[config.mk]
export PLATFORM = sky130hd
export DESIGN_NAME = uart_program_loader_flat
export DESIGN_NICKNAME = d
export VERILOG_FILES = /design/src/rtl/uart_program_loader_pkg.sv /design/src/rtl/uart_program_loader_if.sv /design/src/rtl/uart_program_loader_byte_packer.sv /design/src/rtl/uart_program_loader.sv /design/src/flat_wrapper.sv
export SDC_FILE = /design/constraint.sdc
export NUM_CORES = 1
export LEC_CHECK = 0
export ABC_AREA = 1
export CAP_MARGIN = 5
export CORE_ASPECT_RATIO = 0.6
export CORE_UTILIZATION = 54
export DETAILED_ROUTE_END_ITERATION = 6
export GPL_ROUTABILITY_DRIVEN = 0
export PLACE_DENSITY = 0.86
export SLEW_MARGIN = 20
export SYNTH_ARGS = -nofsm -noshare
export SYNTH_HDL_FRONTEND = slang
export SYNTH_SLANG_ARGS = --single-unit
[constraint.sdc]
create_clock -name clk -period 4.6 [get_ports clk]
set_clock_uncertainty 0.15 [all_clocks]
set_input_delay 0.92 -clock clk [delete_from_list [all_inputs] [get_ports clk]]
set_output_delay 0.92 -clock clk [all_outputs]
set_load 0.02 [all_outputs]
[src/rtl/uart_program_loader_pkg.sv]
// Shared types and defaults for the UART program loader: FSM states, memory size, idle timeout.
package uart_program_loader_pkg;

    typedef enum logic [1:0] {
        LD_IDLE,
        LD_RECEIVE,
        LD_DONE
    } loader_state_t;

    localparam int PRG_MEM_WORDS       = 256;
    localparam int LOADER_IDLE_TIMEOUT = 400000000;
    localparam int LOADER_CNT_WIDTH    = 29;
    localparam int BYTES_PER_WORD      = 4;

    function automatic logic [31:0] word_byte_address(input logic [31:0] word_index);
        return word_index << 2;
    endfunction

endpackage

[src/rtl/uart_program_loader_if.sv]
// Byte stream in, program memory write port and load status out.
interface uart_program_loader_if #(
    parameter int MEM_WORDS = 256
);
    localparam int WC_W = $clog2(MEM_WORDS) + 1;

    logic            byte_valid;
    logic [7:0]      byte_data;
    logic            prg_write_enable;
    logic [31:0]     prg_byte_address;
    logic [31:0]     prg_write_data;
    logic [WC_W-1:0] word_count;
    logic            load_done;
    logic            partial_error;
    logic            overflow_error;

    // master: UART receiver / system side; slave: the loader
    modport master (
        output byte_valid, byte_data,
        input  prg_write_enable, prg_byte_address, prg_write_data,
        input  word_count, load_done, partial_error, overflow_error
    );

    modport slave (
        input  byte_valid, byte_data,
        output prg_write_enable, prg_byte_address, prg_write_data,
        output word_count, load_done, partial_error, overflow_error
    );
endinterface

[src/rtl/uart_program_loader_byte_packer.sv]
// Packs accepted bytes MSB-first; the fourth byte bypasses storage so the full word is ready the same cycle.
module uart_program_loader_byte_packer
    import uart_program_loader_pkg::*;
(
    input  logic        clk,
    input  logic        reset,
    input  logic        accept_i,
    input  logic [7:0]  byte_i,
    output logic [1:0]  byte_index_o,
    output logic        word_ready_o,
    output logic [31:0] word_o
);
    localparam logic [1:0] LAST_INDEX = 2'(BYTES_PER_WORD - 1);

    logic [1:0] byte_index_q;

    always_ff @(posedge clk or posedge reset) begin
        if (reset) begin
            byte_index_q <= 2'd0;
        end else if (accept_i) begin
            byte_index_q <= byte_index_q + 2'd1;
        end
    end

    genvar gi;
    generate
        for (gi = 0; gi < BYTES_PER_WORD - 1; gi++) begin : g_lane
            logic [7:0] lane_q;

            always_ff @(posedge clk or posedge reset) begin
                if (reset) begin
                    lane_q <= 8'd0;
                end else if (accept_i && byte_index_q == 2'(gi)) begin
                    lane_q <= byte_i;
                end
            end

            assign word_o[31-8*gi -: 8] = lane_q;
        end
    endgenerate

    assign word_o[7:0]  = byte_i;
    assign word_ready_o = accept_i && (byte_index_q == LAST_INDEX);
    assign byte_index_o = byte_index_q;

endmodule

[src/rtl/uart_program_loader.sv]
// Boot-time loader: packs UART bytes into words, writes them to program memory, then raises load_done.
module uart_program_loader
    import uart_program_loader_pkg::*;
#(
    parameter int MEM_WORDS    = PRG_MEM_WORDS,
    parameter int IDLE_TIMEOUT = LOADER_IDLE_TIMEOUT,
    parameter int CNT_WIDTH    = LOADER_CNT_WIDTH
) (
    input  logic                  clk,
    input  logic                  reset,
    uart_program_loader_if.slave  bus
);
    localparam int WC_W = $clog2(MEM_WORDS) + 1;
    localparam logic [CNT_WIDTH-1:0] TIMEOUT_CNT = CNT_WIDTH'(IDLE_TIMEOUT);
    localparam logic [WC_W-1:0]      FULL_CNT    = WC_W'(MEM_WORDS);

    loader_state_t        state_q;
    logic [CNT_WIDTH-1:0] idle_cnt_q;
    logic [WC_W-1:0]      word_index_q;
    logic                 write_enable_q;
    logic [31:0]          byte_address_q;
    logic [31:0]          write_data_q;
    logic                 load_done_q;
    logic                 partial_error_q;
    logic                 overflow_error_q;

    logic        full;
    logic        accept;
    logic        timeout;
    logic [1:0]  byte_index;
    logic        word_ready;
    logic [31:0] packed_word;

    // Once full, bytes are refused even before the FSM has reached DONE.
    assign full    = (word_index_q == FULL_CNT);
    assign accept  = bus.byte_valid && (state_q != LD_DONE) && !full;
    assign timeout = (state_q != LD_DONE) && (idle_cnt_q == TIMEOUT_CNT) && !bus.byte_valid;

    uart_program_loader_byte_packer u_packer (
        .clk          (clk),
        .reset        (reset),
        .accept_i     (accept),
        .byte_i       (bus.byte_data),
        .byte_index_o (byte_index),
        .word_ready_o (word_ready),
        .word_o       (packed_word)
    );

    always_ff @(posedge clk or posedge reset) begin
        if (reset) begin
            state_q          <= LD_IDLE;
            idle_cnt_q       <= '0;
            word_index_q     <= '0;
            write_enable_q   <= 1'b0;
            byte_address_q   <= 32'd0;
            write_data_q     <= 32'd0;
            load_done_q      <= 1'b0;
            partial_error_q  <= 1'b0;
            overflow_error_q <= 1'b0;
        end else begin
            write_enable_q <= 1'b0;
            if (word_ready) begin
                write_enable_q <= 1'b1;
                byte_address_q <= word_byte_address(32'(word_index_q));
                write_data_q   <= packed_word;
                word_index_q   <= word_index_q + 1'b1;
            end

            if (state_q != LD_DONE) begin
                if (accept) begin
                    idle_cnt_q <= '0;
                end else if (idle_cnt_q != TIMEOUT_CNT) begin
                    idle_cnt_q <= idle_cnt_q + 1'b1;
                end
            end

            case (state_q)
                LD_IDLE: begin
                    if (timeout) begin
                        state_q     <= LD_DONE;
                        load_done_q <= 1'b1;
                    end else if (accept) begin
                        state_q <= LD_RECEIVE;
                    end
                end
                LD_RECEIVE: begin
                    if (full) begin
                        state_q     <= LD_DONE;
                        load_done_q <= 1'b1;
                        if (bus.byte_valid) begin
                            overflow_error_q <= 1'b1;
                        end
                    end else if (timeout) begin
                        state_q     <= LD_DONE;
                        load_done_q <= 1'b1;
                        if (byte_index != 2'd0) begin
                            partial_error_q <= 1'b1;
                        end
                    end
                end
                LD_DONE: begin
                    if (bus.byte_valid) begin
                        overflow_error_q <= 1'b1;
                    end
                end
                default: state_q <= LD_IDLE;
            endcase
        end
    end

    assign bus.prg_write_enable = write_enable_q;
    assign bus.prg_byte_address = byte_address_q;
    assign bus.prg_write_data   = write_data_q;
    assign bus.word_count       = word_index_q;
    assign bus.load_done        = load_done_q;
    assign bus.partial_error    = partial_error_q;
    assign bus.overflow_error   = overflow_error_q;

endmodule

[src/flat_wrapper.sv]
// flat-port wrapper written by rule: the top's interface ports become plain ports
module uart_program_loader_flat import uart_program_loader_pkg::*;
#(
    parameter int MEM_WORDS    = PRG_MEM_WORDS,
    parameter int IDLE_TIMEOUT = LOADER_IDLE_TIMEOUT,
    parameter int CNT_WIDTH    = LOADER_CNT_WIDTH
)
  (clk, reset, bus_byte_valid, bus_byte_data, bus_prg_write_enable, bus_prg_byte_address, bus_prg_write_data, bus_word_count, bus_load_done, bus_partial_error, bus_overflow_error);
  uart_program_loader_if #(.MEM_WORDS(MEM_WORDS)) bus_i ();
  input  logic clk;
  input  logic reset;
  input wire logic [$bits(bus_i.byte_valid)-1:0] bus_byte_valid;
  input wire logic [$bits(bus_i.byte_data)-1:0] bus_byte_data;
  output wire logic [$bits(bus_i.prg_write_enable)-1:0] bus_prg_write_enable;
  output wire logic [$bits(bus_i.prg_byte_address)-1:0] bus_prg_byte_address;
  output wire logic [$bits(bus_i.prg_write_data)-1:0] bus_prg_write_data;
  output wire logic [$bits(bus_i.word_count)-1:0] bus_word_count;
  output wire logic [$bits(bus_i.load_done)-1:0] bus_load_done;
  output wire logic [$bits(bus_i.partial_error)-1:0] bus_partial_error;
  output wire logic [$bits(bus_i.overflow_error)-1:0] bus_overflow_error;
  assign bus_i.byte_valid = bus_byte_valid;
  assign bus_i.byte_data = bus_byte_data;
  assign bus_prg_write_enable = bus_i.prg_write_enable;
  assign bus_prg_byte_address = bus_i.prg_byte_address;
  assign bus_prg_write_data = bus_i.prg_write_data;
  assign bus_word_count = bus_i.word_count;
  assign bus_load_done = bus_i.load_done;
  assign bus_partial_error = bus_i.partial_error;
  assign bus_overflow_error = bus_i.overflow_error;
  uart_program_loader #(.MEM_WORDS(MEM_WORDS), .IDLE_TIMEOUT(IDLE_TIMEOUT), .CNT_WIDTH(CNT_WIDTH)) u_core (.clk(clk), .reset(reset), .bus(bus_i));
endmodule
# Word level (Yosys, flattened, before mapping)
# Index checks and enable logic that the tools add are counted.
[totals]
reg_bits = 111
inputBits = 11
output_inout_bits = 77
elab_cells = 64
[op_classes]
addsub = 3
n_eq_ne = 12
n_mux = 14
bitwise = 2
reduce_logical = 20
[op_table]
columns = ["operator", "count"]
rows = [
  ["$mux 29", 2],
  ["$add 29x1->29 const B", 1],
  ["$eq 29x29->1 const B", 1],
  ["$ne 29x29->1 const B", 1],
  ["$add 9x1->9 const B", 1],
  ["$eq 9x9->1 const B", 1],
  ["$logic_and 1x1->1", 8],
  ["$mux 2", 4],
  ["$reduce_bool 2->1", 4],
  ["$eq 2x2->1 const B", 3],
  ["$pmux 2 s3", 1],
  ["$mux 1", 5],
  ["$eq 2x1->1 const B", 2],
  ["$logic_not 2->1", 2],
  ["$pmux 1 s2", 2],
  ["$reduce_and 2->1", 2],
  ["$reduce_and 4->1", 1],
  ["$ne 3x1->1 const B", 1],
  ["$ne 3x2->1 const B", 1],
  ["$reduce_and 3->1", 1],
  ["$add 2x1->2 const B", 1],
  ["$logic_not 1->1", 2],
  ["$ne 2x1->1 const B", 1],
  ["$ne 2x2->1 const B", 1],
  ["$not 1->1", 2],
]

# Depth between registers and ports, before layout
[depth]
ltp_word = 6
mapped_depth = 12
mapped_depth_nobuf = 10

# By module
# From an unflattened synthesis, not the netlist that was laid out.
[hier_totals]
hier_cells = 758
hier_area_um2 = 5718.0
[modules_own_cells]
columns = ["mod", "instances", "cells_each", "area_each_um2", "seq_area_each_um2"]
rows = [
  ["uart_program_loader", 1, 628, 4554.4, 2127.0],
  ["uart_program_loader_byte_packer", 1, 130, 1163.6, 650.6],
]

# Worst setup path after synthesis
# No wires, ideal clock.
[synth_path]
kind = "in2reg"
start = "input port bus_byte_valid"
end = "register u_core.write_data_q[17], in the netlist u_core.bus.prg_write_data[17]"
setup_ns = 0.065
t_arrival_ns = 1.736
t_required_ns = 4.385
path_slack_ns = 2.649
path_stages = 8
n_path_buf = 2
cell_sequence = "inv_1 nor2_4 nand2_4 nor2_4 buf_4 buf_2 nand2_1 nand2_1"
[synth_between]
elab_chain_len = 3
[synth_lines]
columns = ["item", "line_no", "source"]
rows = [
  ["start: declaration", "flat_wrapper.sv:12", "input wire logic [$bits(bus_i.byte_valid)-1:0] bus_byte_valid;"],
  ["$logic_and 1x1->1 (2 in series)", "uart_program_loader.sv:36", "assign accept = bus.byte_valid && (state_q != LD_DONE) && !full;"],
  ["$logic_and 1x1->1", "uart_program_loader_byte_packer.sv:43", "assign word_ready_o = accept_i && (byte_index_q == LAST_INDEX);"],
  ["end signal: assignment", "uart_program_loader.sv:65", "write_data_q <= packed_word;"],
  ["end: declaration", "uart_program_loader.sv:22", "logic [31:0] write_data_q;"],
]
# No other way between the ends.
# A chain may end at the register's enable or synchronous reset.

# Final worst setup path
[layout_path]
start = "input port bus_byte_valid"
end = "register u_core.write_data_q[4], in the netlist u_core.bus.prg_write_data[4]"
# Same word-level chain as after synthesis.

==> results by group <==
Outcome
  • Outcome: finished with violations
  • Failing checks: design-rule violations

Timing
  • Fin crit share: 60.75%
  • RSZ-0062 raised after global routing: false
  • Setup Viol. Count Final: 0
  • Fmax: 0.3579 GHz
  • Slew Viols, Final: 0
  • Setup TNS: 0 ps
  • Min Clock Period, post-route: 2794 ps
  • Hold Vio Cnt, Final: 0
  • Worst-Margin Slew: 869.4 ps
  • Max-Slew Margin vs Limit: 42.04%

Route
  • Initial drt markers: 581
  • # DRC: 1
  • Via Count: 4,827
  • Drt wl/cell: 15.27 um
  • Vias per cell: 5.310
  • DRT Wirelength: 13,880 um
  • Antenna-violating nets left: 0
  • First drt pass iteration count: 7

Yosys
  • Post-synthesis compound-gate area fraction: 5.968%
  • Mean Syn Cell Area: 7.939 um2
  • Synth area leaders: dfrtp_1 49%, nand2_1 18%, inv_1 4.0%, nor2_1 3.9%, o21ai_0 3.9%
  • Ys async rst share: 100.0%
  • Top cell type's share of synthesized area: 49.07%
  • Most frequent cells after synthesis: 269 x nand2_1, 111 x dfrtp_1, 60 x inv_1
  • Synth area leader: dfrtp_1
  • Synthesized flop and latch total: 111
  • Netlist cell types: 27
  • Post-Synth Simple-Gate Area: 29.18%
  • Post-synth EDFFs: 0
  • Synth Area in Adders: 1.768%
  • Primary FF master, synth: dfrtp_1
  • Mux cell area share after synthesis: 0%
  • Synth Instances: 713
  • Register area share after synthesis: 49.07%
  • Synthesized area: 5660 um2
  • Main combinational cell family by area after synthesis: simple AND/OR/NAND/NOR gates
  • Top-count cell post-synth: nand2_1
  • Post-Synth XOR/XNOR Area: 3.714%
  • Yosys warnings: 0

Die
  • Die area: 10,910 um2
  • Core ar.: 10,020 um2
  • IO Pins: 88
  • Rows: 28
  • Die W: 134.2 um
  • Die H: 81.31 um
  • Initial core utilization: 56.49%

Pwr
  • Logic gate share of total power: 2.9%
  • Clock share of power: 42.9%
  • Max VDD drop: 0.1793 mV
  • Sequential power share: 54.2%
  • PwrDens: 275.1 nW/um2
  • Sw frac: 23.89%
  • Internal Pwr Total: 1368 uW
  • Leakage power: 0.003179 uW
  • Sw power: 429.4 uW
  • Tot Pwr: 1797 uW

Clock network
  • Clk root buf: clkbuf_16
  • Clock Tree Buf Depth: 2
  • Htree depth: 3
  • Resize count post-CTS: 0
  • Worst-path clk slew: 80 ps
  • Clk_lat worst skew: 350 ps
  • CTS sink cnt: 111
  • TritonCTS Buffers: 9
  • CTS tree: done
  • Total setup buffers inserted after CTS: 0
  • Hold_buf cts: 0

Global route
  • Met2 Use GR: 41.19%
  • GRT met3 Usage: 6.492%
  • Initial antenna violation count: 0
  • GR Overflow Total: 0
  • Vias in the first global route: 4,476
  • Met1 Resource Use GR: 37.75%
  • Largest net degree at the start of global routing: 70
  • GRT Overall Usage: 26.73%
  • First-pass GRT wire length: 22,180 um
  • Most Crowded Layer GR: met2

Placement
  • Post-placement cell count: 893
  • Detailed placer's ending HPWL: 9511 um
  • Dpl cell area: 6242 um2
  • Port Buffers: 64

Critical path
  • Worst Path Max Fanout: 58
  • Critical path class: input port to flop
  • Worst EP required: 4630 ps
  • Critical Path End Type: flop
  • Arr. time, crit path: 2820 ps
  • Startpoint Class: input port

Finish
  • Share of cells above drive strength 1: 6.072%
  • Fin util: 65.21%
  • Area Overhead vs Synth: 15.43%
  • Final Instance Area: 6534 um2
  • Filler cells: 790
  • Finished Layout Cells: 909
  • Diodes inserted: 0
  • Layout Nets: 788

Hold path
  • Hold WC Path Type: flop to flop

Flow run
  • Total of max-cap violations: 0
area by class of cell:
class                           count  area, um2  share of cell area [%]
Clock buffer                       10      229.0                   3.504
Timing Repair Buffer               67      663.1                   10.15
Inverter                           65      246.5                   3.772
Tap cell                          135      168.9                   2.585
Multi-Input combinational cell    515       2386                   36.52
Sequential cell                   111       2778                   42.51
Clock inverter                      6      62.56                  0.9575
metrics by stage:
stage,setup WS (ps),hold slack [ps]
finish,1806,322.0
global route,1628,354.2
CTS,1832,327.3
detailed placement,1479,308.7
global placement,1646,306.4
floorplan,599.3,299.2
cells by family after synthesis:
logic type | after synthesis
buffers and inverters | 109
other | 1
adder cells (fa/ha/maj) | 8
AO/OA/AOI/OAI | 62
XOR/XNOR | 24
flip-flops | 111
AND/OR/NAND/NOR | 398
metal layers:
layer / share of wire (%) / routed length (um)
met3: 9.4 / 1298
met2: 44 / 6089
met1: 46 / 6341
met5: 0 / 0
met4: 1.1 / 151
flip-flops by register name, summed over array words and instances (netlist names):
signal and flops:
u_core.bus.overflow_error 1, u_core.bus.prg_byte_address 9, u_core.idle_cnt_q 29, u_core.bus.prg_write_data 32
u_core.state_q 2, u_core.bus.prg_write_enable 1, u_core.u_packer.g_lane.lane_q 24, u_core.bus.load_done 1
u_core.bus.word_count 9, u_core.bus.partial_error 1, u_core.u_packer.byte_index_o 2
power by group through the flow:
stage               sequential (uW)  combinational (uW)  clock (uW)
floorplan                       994                48.8           0
global placement                994                51.9           0
detailed placement              994                52.7           0
CTS                             975                52.8         776
global route                    975                58.8         809
finish                          975                51.9         771
layout by cell type, fill, tap and decap left out, drive strengths merged:
cell / synthesis / layout
a21oi: 2 / 2
buf: 42 / 3
clkbuf: 2 / 10
clkdlybuf4s50: 0 / 64
clkinv: 0 / 2
conb: 1 / 23
dfrtp: 111 / 111
ha: 8 / 8
inv: 65 / 69
nand2: 277 / 277
nand3: 44 / 44
nand4: 2 / 2
nor2: 68 / 68
nor3: 7 / 7
o21ai: 58 / 58
o21bai: 2 / 2
xor2: 24 / 24
critical path, cell delays in order:
cell and delay, ps:
clkdlybuf4s50_1 400, inv_1 150, nor2_4 70, nand2_4 340, nor2_4 60, inv_2 610
o21ai_0 220
path summary, 6_finish.rpt:
check,startpoint,end,slack (ps),cells after the start
setup reg to reg,u_core.bus.word_count[0],u_core.bus.prg_write_data[4],1820,9
hold / removal,u_core.bus.load_done,u_core.bus.load_done,320,2
hold reg to reg,u_core.bus.load_done,u_core.bus.load_done,320,2
setup / recovery,bus_byte_valid,u_core.bus.prg_write_data[4],1810,7
max in group asynchronous,reset,u_core.bus.prg_write_data[11],2500,3
min in group asynchronous,reset,u_core.idle_cnt_q[11],930,2
(Power assumes the default switching activity.)
==> variant 1: new RTL, same settings <==
Set the package constant `PRG_MEM_WORDS` to 1024 (it was 256).
--- a/src/rtl/uart_program_loader_pkg.sv
+++ b/src/rtl/uart_program_loader_pkg.sv
@@ -9,3 +9,3 @@
 
-    localparam int PRG_MEM_WORDS       = 256;
+    localparam int PRG_MEM_WORDS       = 1024;
     localparam int LOADER_IDLE_TIMEOUT = 400000000;
Ports: changed (resized bus_word_count); port bits go from 88 to 90. No check against the original RTL was run, so the function may have changed too.
==> variant 1 against the unedited design <==
  * Synthesized area is 1.1% higher
  * Via count is 7.1% higher
  * Hold slack worse by 0.0017 ns
  * Die area is 1.1% higher
  * Worst setup slack better by 0.14 ns
  * First-iteration DRC count is 2.4% lower
  * Final area is 9.1% higher
  * Critical endpoint is now u_core.bus.word_count[2]
  * Sequential cell count is 4 higher
  * Count of clock-buffer cells in the layout is 9 higher
  * Wire length is 5.8% higher
  * Maximum frequency is 5.4% higher
Power is not compared: it rests on default switching activity, and its combinational part moved more than twofold at a synthesized area within 25%.
==> variant 1: results <==
[place]
placed_cells_incl_taps = 918
post-dp-hpwl_um = 9830
port-buffer-count = 68

[global_routing]
grt_first_pass_wirelength_um = 24700
grtUsageTotal_pct = 29.4

[drt]
vias = 5168
met1Wirelength_um = 6510
finalWirelength_um = 14700
wl_met3_um = 1350
drtIter0Drc = 567

[min_path]
holdPathEnd = "u_core.bus.prg_write_data[30]"
hp-start = "u_core.u_packer.g_lane[0].lane_q[6]"

[yosys]
yosysSeqAreaShare_pct = 50.3
avgSynthCellArea_um2 = 7.81
netlist_top_cells_count = "nand2_1, dfrtp_1, nor2_1"

[clocking]
clock_latency_ns = 0.41
cts_max_level = 4
cts.clk_slew.worst_paths_ns = 0.05

[worst_setup_path]
crit-reg2reg-launch = "u_core.idle_cnt_q[0]"
cpMaxStageDelayCell = "clkdlybuf4s50_1"
reg2reg_to = "u_core.idle_cnt_q[10]"
r2r_slack_ns = 1.97
ff2ff_path_depth = 11

[sta]
fmax_mhz = 377

[run_status]
status = "finished clean"
## variant 1: cell count changes after synthesis, sizes merged, moves of 6 or more
cell   change
nand2      +6
nand4     +13
nand3      -7
nor2       +7
## variant 1: worst reg2reg max path, cell delays in order (launching register included)
cell     delay [ns]
dfrtp_1        0.45
inv_1          0.20
ha_1           0.17
nand2_1        0.07
nor2_1         0.09
nand3_1        0.10
nor2_2         0.22
nor2_2         0.04
buf_4          0.24
nor2_4         0.58
nand2_1        0.14
nand2_1        0.10
## variant 1: layout make-up
type	count	share of cell area, %
clock buffer	19	6.21
clock inverter	13	3.58
inverter	62	3.30
multi-input combinational	532	34.0
sequential	115	40.4
tap	135	2.37
timing repair buffer	74	10.2
## variant 1: kinds of logic after synthesis
family	Yosys count	share of synthesized area, %
compound gates	62	5.75
xor+xnor	24	3.67
fa+ha+maj	8	1.75
buf+inv	106	8.86
flops	115	50.3
other cells	1	0.0655
simple gates	417	29.6
==> variant 2: new RTL, config.mk and constraints unchanged <==
Without the edit above. Compare `idle_cnt_q` against `TIMEOUT_CNT` with >= in place of ==.
--- a/src/rtl/uart_program_loader.sv
+++ b/src/rtl/uart_program_loader.sv
@@ -36,3 +36,3 @@
     assign accept  = bus.byte_valid && (state_q != LD_DONE) && !full;
-    assign timeout = (state_q != LD_DONE) && (idle_cnt_q == TIMEOUT_CNT) && !bus.byte_valid;
+    assign timeout = (state_q != LD_DONE) && (idle_cnt_q >= TIMEOUT_CNT) && !bus.byte_valid;
 
Behaviour: same outputs for any inputs over 10 cycles, from zero or initial values and one cycle with reset high; that may be too few to reach the edited logic, so the function may still have changed.
==> variant 2 against the unedited design <==
  * Hold slack improved by 0.0017 ns
  * Count of clock-buffer cells in the layout fell by 1
  * Sequential cell count did not move
  * Cell count rose by 1.1%
  * Final area rose by 0.73%
  * Total power rose by 1.2%
  * Sequential power barely moved
  * Worst setup slack got worse by 0.40 ns
  * First-iteration DRC count fell by 5.9%
  * Synthesized area rose by 0.69%
  * Sequential share of layout area fell by 0.31 points
  * Wire length fell by 1.7%
  * Global-route usage fell by 0.089 points
==> variant 2: results <==
[worst_setup_path]
crit_arrival_ns = 3.29
cpMaxStageDelayCell = "clkdlybuf4s50_1"
r2r_slack_ns = 1.68
max_stage_delay_ns = 0.52
cp_top_family = "buffers and inverters"
worst-path-max-fanout = 57

[clocking]
cts_root_buf = "clkbuf_16"
cts.clk_slew.worst_paths_ns = 0.08
post_cts_resize_count = 0
clock_latency_ns = 0.37
post_cts.repair.setup_buffers = 0

[yosys]
netlist_top_cells_area = "dfrtp_1, nand2_1, nand3_1"
syn_inst = 726
synth_compound_area_share_pct = 6.10
yosysUniqueCellTypes = 31
netlist_top_cells_count = "nand2_1, dfrtp_1, nor2_1"
ys_ff_latch = 111
synthAdderAreaFrac_pct = 1.76
synthXorXnorAreaFrac_pct = 3.53
yosysSeqAreaShare_pct = 48.7

[layout]
nClkBuffers = 9
nNonClkInverters = 59
layout.comb_gates.multi_input = 532
layout.cells.non_filler = 919
layout-drive-gt1-share_pct = 6.51
multi_input_area_share_pct = 37.1
regArea_mm2 = 0.00278
nNonClkBuffers = 66
fill_cells = 782
nets = 798
bufAreaShareNonClock_pct = 10.2
clock_area_share_pct = 4.54

[place]
placed_cells_incl_taps = 903
post-dp-hpwl_um = 9860

[global_routing]
grt_pass1_vias = 4435
grt_first_pass_wirelength_um = 22000
grt_max_degree = 59
grt_antenna_before_repair = 0
grtUsageTotal_pct = 26.6

[drt]
drtIter0Drc = 547
first_pass_iters = 6
vias = 4942
finalWirelength_um = 13600

[power_and_ir_drop]
p_seq_uw = 975
p_sw_uw = 443
ir_drop_mv = 0.198
pg_clk_uw = 789
p_leak_uw = 0.00315

[sta]
max-slew-margin-rel_pct = 43.8

[run_status]
status = "finished clean"

[min_path]
hp-class = "register to register"
variant 2: cell count changes in the layout (fill, tap and decap cells not counted), sizes merged, moves of 2 or more:
| cell | change |
|---|---|
| inv | -3 |
| nand4 | +2 |
| xor2 | -4 |
| nand3 | +10 |
| clkinv | -2 |
| nor2 | +10 |
| xnor2 | +3 |
| nor3 | -4 |
| nand2 | -2 |
variant 2: cell families after synthesis:
group                    Yosys count
AND/OR/NAND/NOR                  416
flip-flops                       111
buffers and inverters            105
AO/OA/AOI/OAI                     62
XOR/XNOR                          23
adder cells (fa/ha/maj)            8
other                              1
variant 2: metrics by stage:
step / area [um2] / hold WS (ns) / power (uW) / setup WS [ns]
2_1_floorplan: 5780 / 0.299 / 1040 / 0.599
3_3_place_gp: 6280 / 0.306 / 1050 / 1.14
3_5_place_dp: 6280 / 0.308 / 1050 / 1.06
4_1_cts: 6580 / 0.326 / 1830 / 1.45
5_1_grt: 6580 / 0.348 / 1870 / 1.11
6_report: 6580 / 0.324 / 1820 / 1.41
variant 2: worst paths after layout:
check,start,cells after the start,to
max,bus_byte_valid,9,u_core.bus.word_count[2]
min,u_core.bus.prg_write_data[25],2,u_core.bus.prg_write_data[25]
max reg2reg,u_core.bus.word_count[0],10,u_core.bus.prg_write_data[3]
min reg2reg,u_core.bus.prg_write_data[25],2,u_core.bus.prg_write_data[25]
max in group asynchronous,reset,3,u_core.bus.prg_write_data[3]
min in group asynchronous,reset,2,u_core.bus.word_count[8]
variant 2: routing by layer:
layer,global-route usage [%],routed length (um),vias to the layer above
met3,7.41,1450,26
met5,0,0,-
met1,38.7,6100,2348
met2,39.6,5940,254
met4,6.18,158,0
li1,-,-,2314
